## src/rtl/ocm_noise_reader.sv

```systemverilog
// Avalon-MM read master for the noise on-chip memory: fetches a window of words,
// unpacks each into SAMPLE_W lanes (lane 0 first) and streams them over valid/ready.
module ocm_noise_reader #(
  parameter int unsigned ADDR_W    = 14,
  parameter int unsigned DATA_W    = 64,
  parameter int unsigned SAMPLE_W  = 16,
  parameter int unsigned BASE_ADDR = 0,
  parameter int unsigned NUM_WORDS = 8960
) (
  input  logic                  clk,
  input  logic                  reset,
  input  logic                  start,
  input  logic                  stop,
  input  logic                  loop,
  output logic [ADDR_W-1:0]     address2,
  output logic                  chipselect2,
  output logic                  write2,
  output logic [DATA_W/8-1:0]   byteenable2,
  output logic                  clken2,
  input  logic [DATA_W-1:0]     readdata2,
  output logic [SAMPLE_W-1:0]   sample_data,
  output logic                  sample_valid,
  input  logic                  sample_ready,
  output logic                  wrap_pulse,
  output logic                  done_pulse,
  output logic                  busy
);

  localparam int unsigned LANES  = DATA_W / SAMPLE_W;
  localparam int unsigned LANE_W = (LANES > 1) ? $clog2(LANES) : 1;
  localparam logic [ADDR_W-1:0] BASE      = ADDR_W'(BASE_ADDR);
  localparam logic [ADDR_W-1:0] LAST      = ADDR_W'(BASE_ADDR + NUM_WORDS - 1);
  localparam logic [LANE_W-1:0] LANE_LAST = LANE_W'(LANES - 1);

  typedef enum logic [1:0] {IDLE, REQ, CAP, STREAM} state_t;

  state_t                             state;
  logic [ADDR_W-1:0]                  ptr;
  logic [LANE_W-1:0]                  lane;
  logic [LANES-1:0][SAMPLE_W-1:0]     word_reg;
  logic                               loop_r;
  logic                               stop_r;
  logic                               last_word;

  assign write2      = 1'b0;
  assign byteenable2 = '1;
  assign clken2      = 1'b1;

  // Playback FSM; pulses and the read strobe default low every cycle.
  always_ff @(posedge clk) begin
    if (reset) begin
      state        <= IDLE;
      ptr          <= BASE;
      lane         <= '0;
      word_reg     <= '0;
      loop_r       <= 1'b0;
      stop_r       <= 1'b0;
      last_word    <= 1'b0;
      address2     <= '0;
      chipselect2  <= 1'b0;
      sample_data  <= '0;
      sample_valid <= 1'b0;
      wrap_pulse   <= 1'b0;
      done_pulse   <= 1'b0;
      busy         <= 1'b0;
    end else begin
      chipselect2 <= 1'b0;
      wrap_pulse  <= 1'b0;
      done_pulse  <= 1'b0;
      unique case (state)
        IDLE: begin
          if (start && !stop) begin
            loop_r      <= loop;
            stop_r      <= 1'b0;
            ptr         <= BASE;
            address2    <= BASE;
            chipselect2 <= 1'b1;
            busy        <= 1'b1;
            state       <= REQ;
          end
        end
        REQ: begin
          if (stop) stop_r <= 1'b1;
          // Pulse lands in the CAP cycle of the word that triggers the wrap.
          wrap_pulse <= loop_r && (ptr == LAST);
          state      <= CAP;
        end
        CAP: begin
          if (stop) stop_r <= 1'b1;
          word_reg     <= readdata2;
          lane         <= '0;
          sample_data  <= readdata2[SAMPLE_W-1:0];
          sample_valid <= 1'b1;
          last_word    <= (ptr == LAST);
          ptr          <= (ptr == LAST) ? BASE : ptr + ADDR_W'(1);
          state        <= STREAM;
        end
        STREAM: begin
          if (stop) stop_r <= 1'b1;
          if (sample_ready) begin
            if (lane != LANE_LAST) begin
              lane        <= lane + LANE_W'(1);
              sample_data <= word_reg[lane + LANE_W'(1)];
            end else begin
              sample_valid <= 1'b0;
              if (stop_r || stop) begin
                busy  <= 1'b0;
                state <= IDLE;
              end else if (!loop_r && last_word) begin
                busy       <= 1'b0;
                done_pulse <= 1'b1;
                state      <= IDLE;
              end else begin
                address2    <= ptr;
                chipselect2 <= 1'b1;
                state       <= REQ;
              end
            end
          end
        end
        default: state <= IDLE;
      endcase
    end
  end

endmodule

```

## config.mk

```make
export PLATFORM = sky130hd
export DESIGN_NAME = ocm_noise_reader
export DESIGN_NICKNAME = d
export VERILOG_FILES = /design/src/rtl/ocm_noise_reader.sv
export SDC_FILE = /design/constraint.sdc
export NUM_CORES = 1
export LEC_CHECK = 0
export CELL_PAD_IN_SITES_DETAIL_PLACEMENT = 0
export CELL_PAD_IN_SITES_GLOBAL_PLACEMENT = 1
export CORE_ASPECT_RATIO = 0.8
export CORE_UTILIZATION = 35
export CTS_BUF_LIST = sky130_fd_sc_hd__clkbuf_16
export DETAILED_ROUTE_END_ITERATION = 10
export PLACE_DENSITY = 0.85
export SETUP_SLACK_MARGIN = 0.3
export SLEW_MARGIN = 20
export SYNTH_ARGS = -nofsm -noshare
export SYNTH_HDL_FRONTEND = slang
export SYNTH_SLANG_ARGS = --single-unit
```

## constraint.sdc

```tcl
create_clock -name clk -period 1.9 [get_ports clk]
set_clock_uncertainty 0.15 [all_clocks]
set_input_delay 0.57 -clock clk [delete_from_list [all_inputs] [get_ports clk]]
set_output_delay 0.57 -clock clk [all_outputs]
set_load 0.01 [all_outputs]
```

Word level (Yosys, flattened, before mapping)
Index checks and enable logic that the tools add are counted.
Cells by class
  $add $sub $neg: 2
  magnitude comparators: 1
  equality and inequality tests: 13
  multiplexer cells: 41
  bitwise logic cells: 3
  reduce and logical (&&, ||, !) cells: 21
Operator list (count)
  2-to-1 mux 14 bit: 6
  one-hot mux 14 bit (2 select lines): 2
  2-to-1 mux 16 bit: 3
  binary-select mux 16 bit (select 2 bit): 1
  one-hot mux 16 bit (2 select lines): 1
  2-to-1 mux 1 bit: 17
  adder 14 x 1 -> 14 bit, second input constant: 1
  equality test 14 bit, second input constant: 1
  inequality test 2 bit, second input constant: 7
  2-to-1 mux 2 bit: 5
  AND reduction 3 bit: 3
  one-hot mux 1 bit (2 select lines): 4
  one-hot mux 2 bit (4 select lines): 1
  AND reduction 2 bit: 3
  AND reduction 6 bit: 1
  nonzero test 2 bit: 3
  AND reduction 5 bit: 1
  OR reduction 5 bit: 1
  equality test 2 bit, second input constant: 2
  one-hot mux 2 bit (2 select lines): 1
  logical AND 1 bit: 3
  less-than comparator 2 x 3 -> 1 bit, second input constant: 1
  inequality test 3 bit, second input constant: 1
  NOT 1 bit: 3
  8 further kinds: 9
Word-level totals
  flip-flop bits (word level): 120
  bits of input ports: 70
  output and inout bits: 45
  logic and storage cells: 98

Depth between registers and ports, before layout
Gate-level depths: netlist of run 1.
  depth after elaboration: 7
  gate-level depth with buffers: 9
  mapped depth without buffers: 6

Worst setup path before layout of run 1
Ideal clock, no wire load.
  kind: register to register
  start point: register lane[0]
  end point: register sample_data[7]
  library setup time: 0.138 ns
  arrival: 1.727 ns
  required time: 1.612 ns
  setup slack: -0.114 ns
  cell stages (with the launch flop): 7
  buffers on the path: 2
  clock period less this slack: 2.014 ns
  path through: dfxtp_1 -> ha_1 -> buf_2 -> buf_2 -> mux4_2 -> mux2i_1 -> a211oi_1
Between the ends
  longest elaborated chain between the ends: 6
  elaborated cells between the ends (all ways): 9
  those cells by class: 1 x add/sub; 2 x eq/ne; 5 x mux; 1 x reduce/logical
RTL lines
  start: declaration: line 39  | logic [LANE_W-1:0] lane;
  start signal: assignment: line 102  | lane <= lane + LANE_W'(1);
  adder 2 x 1 -> 2 bit: line 103  | sample_data <= word_reg[lane + LANE_W'(1)];
  binary-select mux 16 bit (select 2 bit): line 103
  2-to-1 mux 16 bit (not written as such): line 103
  2-to-1 mux 16 bit: line 101  | if (lane != LANE_LAST) begin
  2-to-1 mux 16 bit: line 100  | if (sample_ready) begin
  one-hot mux 16 bit (2 select lines): line 70  | unique case (state)
  end signal: assignment: line 92  | sample_data <= readdata2[SAMPLE_W-1:0];
  end signal: assignment: line 103
  end: declaration: line 21  | output logic [SAMPLE_W-1:0] sample_data,
Several ways; a longest one is shown, not always the timed one. The select of a mux whose other input is x is not followed.
A chain may end at the register's enable or synchronous reset.

Worst setup path in the final report of run 1
  start point: register ptr[13]
  end point: register ptr[11]
Between the ends
  longest elaborated chain between the ends: 3
RTL lines
  start: declaration: line 38  | logic [ADDR_W-1:0] ptr;
  start signal: assignment: line 95  | ptr <= (ptr == LAST) ? BASE : ptr + ADDR_W'(1);
  equality test 14 bit: line 95
  2-to-1 mux 14 bit: line 95
  one-hot mux 14 bit (2 select lines): line 70
No other way between the ends.

==> results of run 1 <==
-- routing by layer --
metal,GRT usage [%],vias to the layer above,wire [µm]
met5,0,-,0
met4,8.89,0,395
met3,6.67,33,1150
met2,32.1,201,8420
met1,28.1,2469,8330
li1,-,2287,-
-- report_power, final --
part / internal, mW / switching (mW) / total [mW]
combinational: 2.12 / 2.01 / 4.13
sequential: 2.92 / 0.256 / 3.18
clock: 2.17 / 1.17 / 3.34
-- per-stage QoR --
stage	utilization (%)	area, µm²
after detailed placement	48.1	6980
after global placement	48.1	6980
after floorplan	-	5680
after global routing	61.3	8880
final	61.3	8880
after CTS	55.3	8010
-- cell families (layout without fill, tap and decap cells) --
| group | Yosys count | in the layout | share of synthesized area, % |
|---|---|---|---|
| XOR/XNOR | 6 | 6 | 0.995 |
| AND/OR/NAND/NOR | 163 | 164 | 14.2 |
| AO/OA/AOI/OAI | 85 | 88 | 10.3 |
| buffers and inverters | 56 | 247 | 5.19 |
| adder cells (fa/ha/maj) | 6 | 6 | 1.42 |
| multiplexers | 97 | 97 | 22.2 |
| flip-flops | 120 | 120 | 45.5 |
| other | 2 | 10 | 0.142 |
-- final cells by class --
cell class | count | area share, %
multi-input cells | 371 | 37.8
flip-flops and latches | 120 | 27.9
repair buffers | 211 | 24.6
clock buffers | 17 | 4.79
well taps | 184 | 2.59
clock inverters | 15 | 2.06
inverters | 4 | 0.225
-- worst max-delay path, delay by kind of cell (launching register included) --
family	cells	cell delay, ns
AO/OA/AOI/OAI	2	0.61
flip-flops	1	0.37
AND/OR/NAND/NOR	2	0.67
-- timing repair --
item | CTS | global route
pin swaps | 37 | 40
setup endpoints to repair | 110 | 124
gates cloned | 5 | 8
hold buffers | 0 | 0
gates resized for setup | 257 | 106
setup buffers | 17 | 34
-- layout by cell type (no fill, tap or decap), drive strengths merged, types with 5 or more instances in the layout --
| cell type | Yosys | final |
|---|---|---|
| buf | 30 | 137 |
| dfxtp | 120 | 120 |
| nor2 | 95 | 95 |
| mux2i | 81 | 81 |
| clkdlybuf4s50 | 0 | 65 |
| a21oi | 28 | 28 |
| clkbuf | 22 | 23 |
| nand3 | 19 | 19 |
| a211oi | 18 | 18 |
| mux4 | 16 | 16 |
| o21ai | 15 | 15 |
| conb | 2 | 10 |
| nand2 | 10 | 10 |
| a31oi | 9 | 9 |
| clkinv | 0 | 8 |
| nand3b | 6 | 6 |
| nor3 | 6 | 6 |
| ha | 6 | 6 |
| xnor2 | 5 | 5 |
| nand4 | 5 | 5 |
| nor2b | 5 | 5 |
| inv | 4 | 5 |
-- worst paths after layout --
check	slack (ns)	to	cells past startpoint	startpoint
hold reg to reg	0.34	loop_r	2	loop_r
setup reg to reg	-0.04	ptr[11]	4	ptr[13]
hold / removal	0.27	state[1]	2	reset
setup / recovery	-0.04	ptr[11]	4	ptr[13]
==> out/results.ini, run 1 <==
[clock_network]
clk_latency_ns=0.42
clkSinkCount=120
cts_tree=built
cts_buffer_depth=2
numCtsBuffers=17
cts.clk_slew.worst_paths_ns=0.06
htree_levels=4
cts_root_buf=clkbuf_16

[yosys]
synth.top_cell.area_share_pct=45.5
avgSynthCellArea_um2=9.87
synth_commonest_cells=dfxtp_1 (120), nor2_1 (95), mux2i_1 (81), a21oi_1 (28), clkbuf_1 (22)
syn_inst=535
ys_warn_count=0
synth-seq-area-share_pct=45.5
synth_area_leaders=dfxtp_1 (45%), mux2i_1 (15%), mux4_2 (6.8%)
synth_edf_count=0
yosysMostFrequentCell=dfxtp_1
yosys.area.top_type=dfxtp_1
yosysUniqueCellTypes=44
synthArstFlopShare_pct=0
ys_seq_elements=120
synth-main-ff-cell=dfxtp_1
synth_area_mm2=0.00528

[drt]
drtPass1Iterations=5
post_drt_via_cell_ratio=5.41
first_iter_violations=340
post-route-drc-count=0
ant_nets=0
routed_wl_um=18300
via_count=4990
wl_per_cell_um=19.8

[setup_path]
path_class=flop to flop
path_cells=or4b_4 -> o41a_2 -> nand3b_1 -> a31oi_1
slowest_stage=or4b_4
cp-start-kind=flop
crit_arrival_ns=2.07
crit_path_end_kind=flop
required_ns=2.03
critPathMaxFanout=7
max_stage_delay_ns=0.50

[pwr]
p_per_area_mw_per_mm2=1200
leakage_nw=3.19
total_power_mw=10.7
peakVddDrop_uv=816

[layout]
drive_gt1_share_pct=45.9
instances_no_fill=922
synthToLayoutAreaGrowth_pct=68.2
fin_nets=801
nFillCells=1101
register_area_mm2=0.00248
multi_input_area_mm2=0.00336
diodes=0
largest_register_ffs=64

[outcome]
status=complete, but fails checks
violations=setup timing

[timing]
rsz0062_at_grt=yes
hold_viol=0
setup_violations=9
fin_ws_ns=-0.0420
post-route-min-period_ns=1.94
timing.hold.ws_ns=0.271
tns_ns=-0.137
clock.fmax_ghz=0.515
slew_violations=0
fin_crit_sh_pct=102

[place]
numPortBuffers=104
gp_congestion=0.780
dp_hpwl_um=10500
post-place-ws_ns=-0.370
placedCellCount=826

[die]
die_w_um=139
std_cell_rows=39
fp.dieArea_mm2=0.0156
io-pin-count=115
die_height_um=112
core_area_mm2=0.0145
initial_core_util_pct=36.4

[global_route]
grt_overflow_total=0
grt_max_degree=66
grt_usage_pct=21.3
grt_pass1_wl_um=25400
grt_pass1_vias=4743
antenna_found_initial=0

[job]
cap_viol_max_count=0

[hold_path]
holdCritPathClass=input port to flop

Power figures use the tool's default switching activity.
==> inputs of run 2 (changes only) <==
- CTS_CLUSTER_SIZE: not set -> 24
==> results of run 2 <==
The final DEF is identical to that of run 1; final timing and power are the same.
==> inputs of run 3 (changes only) <==
- CORE_UTILIZATION: 35 -> 36
- CTS_BUF_LIST: sky130_fd_sc_hd__clkbuf_16 -> sky130_fd_sc_hd__clkbuf_8
- PLACE_DENSITY: 0.85 -> 0.87
==> out/results.ini, run 3 (synthesis results as in run 1) <==
[outcome]
status=complete, but fails checks
violations=setup timing

[die]
die_w_um=137
die_height_um=110
std_cell_rows=39
io-pin-count=115
fp.dieArea_mm2=0.0152
core_area_mm2=0.0143
initial_core_util_pct=36.9

[clock_network]
htree_levels=4
clk_latency_ns=0.46
cts_buffer_depth=2
numCtsBuffers=17
clkSinkCount=120
cts.clk_slew.worst_paths_ns=0.08
cts_root_buf=clkbuf_8
ctsHoldBuffers=0
cts_tree=built

[pwr]
p_per_area_mw_per_mm2=1130
p_comb_share_pct=43.2
p_int_mw=6.47
swShare_pct=34.7
p_switching_mw=3.43
power.share.clock_pct=24.4
peakVddDrop_uv=639
leakage_nw=3.09
pwr-share-seq_pct=32.4

[timing]
tns_ns=-0.713
slew_violations=0
setup_violations=17
rsz0062_at_grt=yes
post-route-min-period_ns=2.06
hold_viol=0
timing.hold.ws_ns=0.332
fin_crit_sh_pct=108
clock.fmax_ghz=0.486
fin_ws_ns=-0.156

[drt]
routed_wl_um=18800
post_drt_via_cell_ratio=5.53
post-route-drc-count=0
via_count=5050
drtPass1Iterations=5
wl_per_cell_um=20.6
ant_nets=0
first_iter_violations=512

[layout]
nFillCells=1087
layout_commonest_cell=nor2_1
fin_nets=792
drive_gt1_share_pct=46.1
diodes=0
register_area_mm2=0.00247
design_area_mm2=0.00873
synthToLayoutAreaGrowth_pct=65.3
instances_no_fill=913
multi_input_area_mm2=0.00341
largest_register_ffs=64
final_cell_mix=nor2_1 (85), dfxtp_1 (77), clkdlybuf4s50_1 (66), mux2i_1 (65), buf_4 (65)
fin_util_pct=61.0

[setup_path]
r2r_cells=9
required_ns=2.10
crit_cells=9
cp_num_buf_inv=4
cp-start-kind=flop
crit_arrival_ns=2.25
critPathMostFrequentCell=buf_8
slowest_stage=dfxtp_4
critPathTopFamily=buffers and inverters
path_cells=inv_4 -> ha_4 -> buf_8 -> buf_8 -> nor2b_1 -> nor2_1 -> buf_4 -> o31ai_1 -> a21oi_1
crit_path_end_kind=flop
critPathMaxFanout=7
max_stage_delay_ns=0.39
path_class=flop to flop

[global_route]
grt_pass1_vias=4579
grt_pass1_wl_um=25000
grt_max_degree=88
grt_overflow_total=0
grt_usage_pct=22.5
antenna_found_initial=0

[place]
dp_hpwl_um=10300
gp_congestion=0.866
placedCellCount=821
numPortBuffers=104
place_area_mm2=0.00698

[job]
cap_viol_max_count=0

[hold_path]
whs_path_depth=2
holdCritPathClass=flop to flop

[run 3: cell type report]
type                    instances  share of cell area [%]
repair buffers                203                    25.1
multi-input cells             370                    39.1
clock inverters                14                    1.81
flip-flops and latches        120                    28.3
clock buffers                  18                    2.84
well taps                     184                    2.64
inverters                       4                   0.229
[run 3: path summary, 6_finish.rpt]
kind | slack, ns | startpoint | end
setup / recovery | -0.16 | state[1] | ptr[5]
hold reg to reg | 0.33 | last_word | last_word
setup reg to reg | -0.16 | state[1] | ptr[5]
hold / removal | 0.33 | last_word | last_word
[run 3: layer usage]
| layer | global-route usage, % | wire length (µm) | part of all wire [%] |
|---|---|---|---|
| met1 | 31.5 | 8550 | 45 |
| met2 | 32.4 | 8300 | 44 |
| met3 | 6.08 | 1460 | 7.7 |
| met4 | 9.18 | 506 | 2.7 |
| met5 | 0 | 0 | 0 |
[run 3: power groups by stage]
stage	clock, mW	combinational, mW	sequential [mW]
global route	2.55	4.49	3.24
finish	2.42	4.28	3.21
global placement	0	2.61	3.19
floorplan	0	1.89	3.19
detailed placement	0	2.69	3.20
CTS	2.43	3.36	3.17
[run 3: stage by stage]
stage,setup slack (ns),total power [mW]
2_1_floorplan,0.0104,5.08
3_3_place_gp,-0.371,5.80
3_5_place_dp,-0.426,5.90
4_1_cts,-0.000195,8.97
5_1_grt,-0.115,10.3
6_report,-0.156,9.91
[run 3: timing repair]
item                                    in CTS  in global routing
cloned                                       6                  7
gates resized for setup                    296                 63
pin swaps                                   36                 39
buffers inserted                            19                 28
endpoints found under the setup margin     149                145
[run 3: worst reg2reg max path, cell delays in order (launching register included)]
cell and delay (ns):
dfxtp_4 0.39, inv_4 0.05, ha_4 0.19, buf_8 0.13, buf_8 0.13, nor2b_1 0.18
nor2_1 0.07, buf_4 0.17, o31ai_1 0.35, a21oi_1 0.12
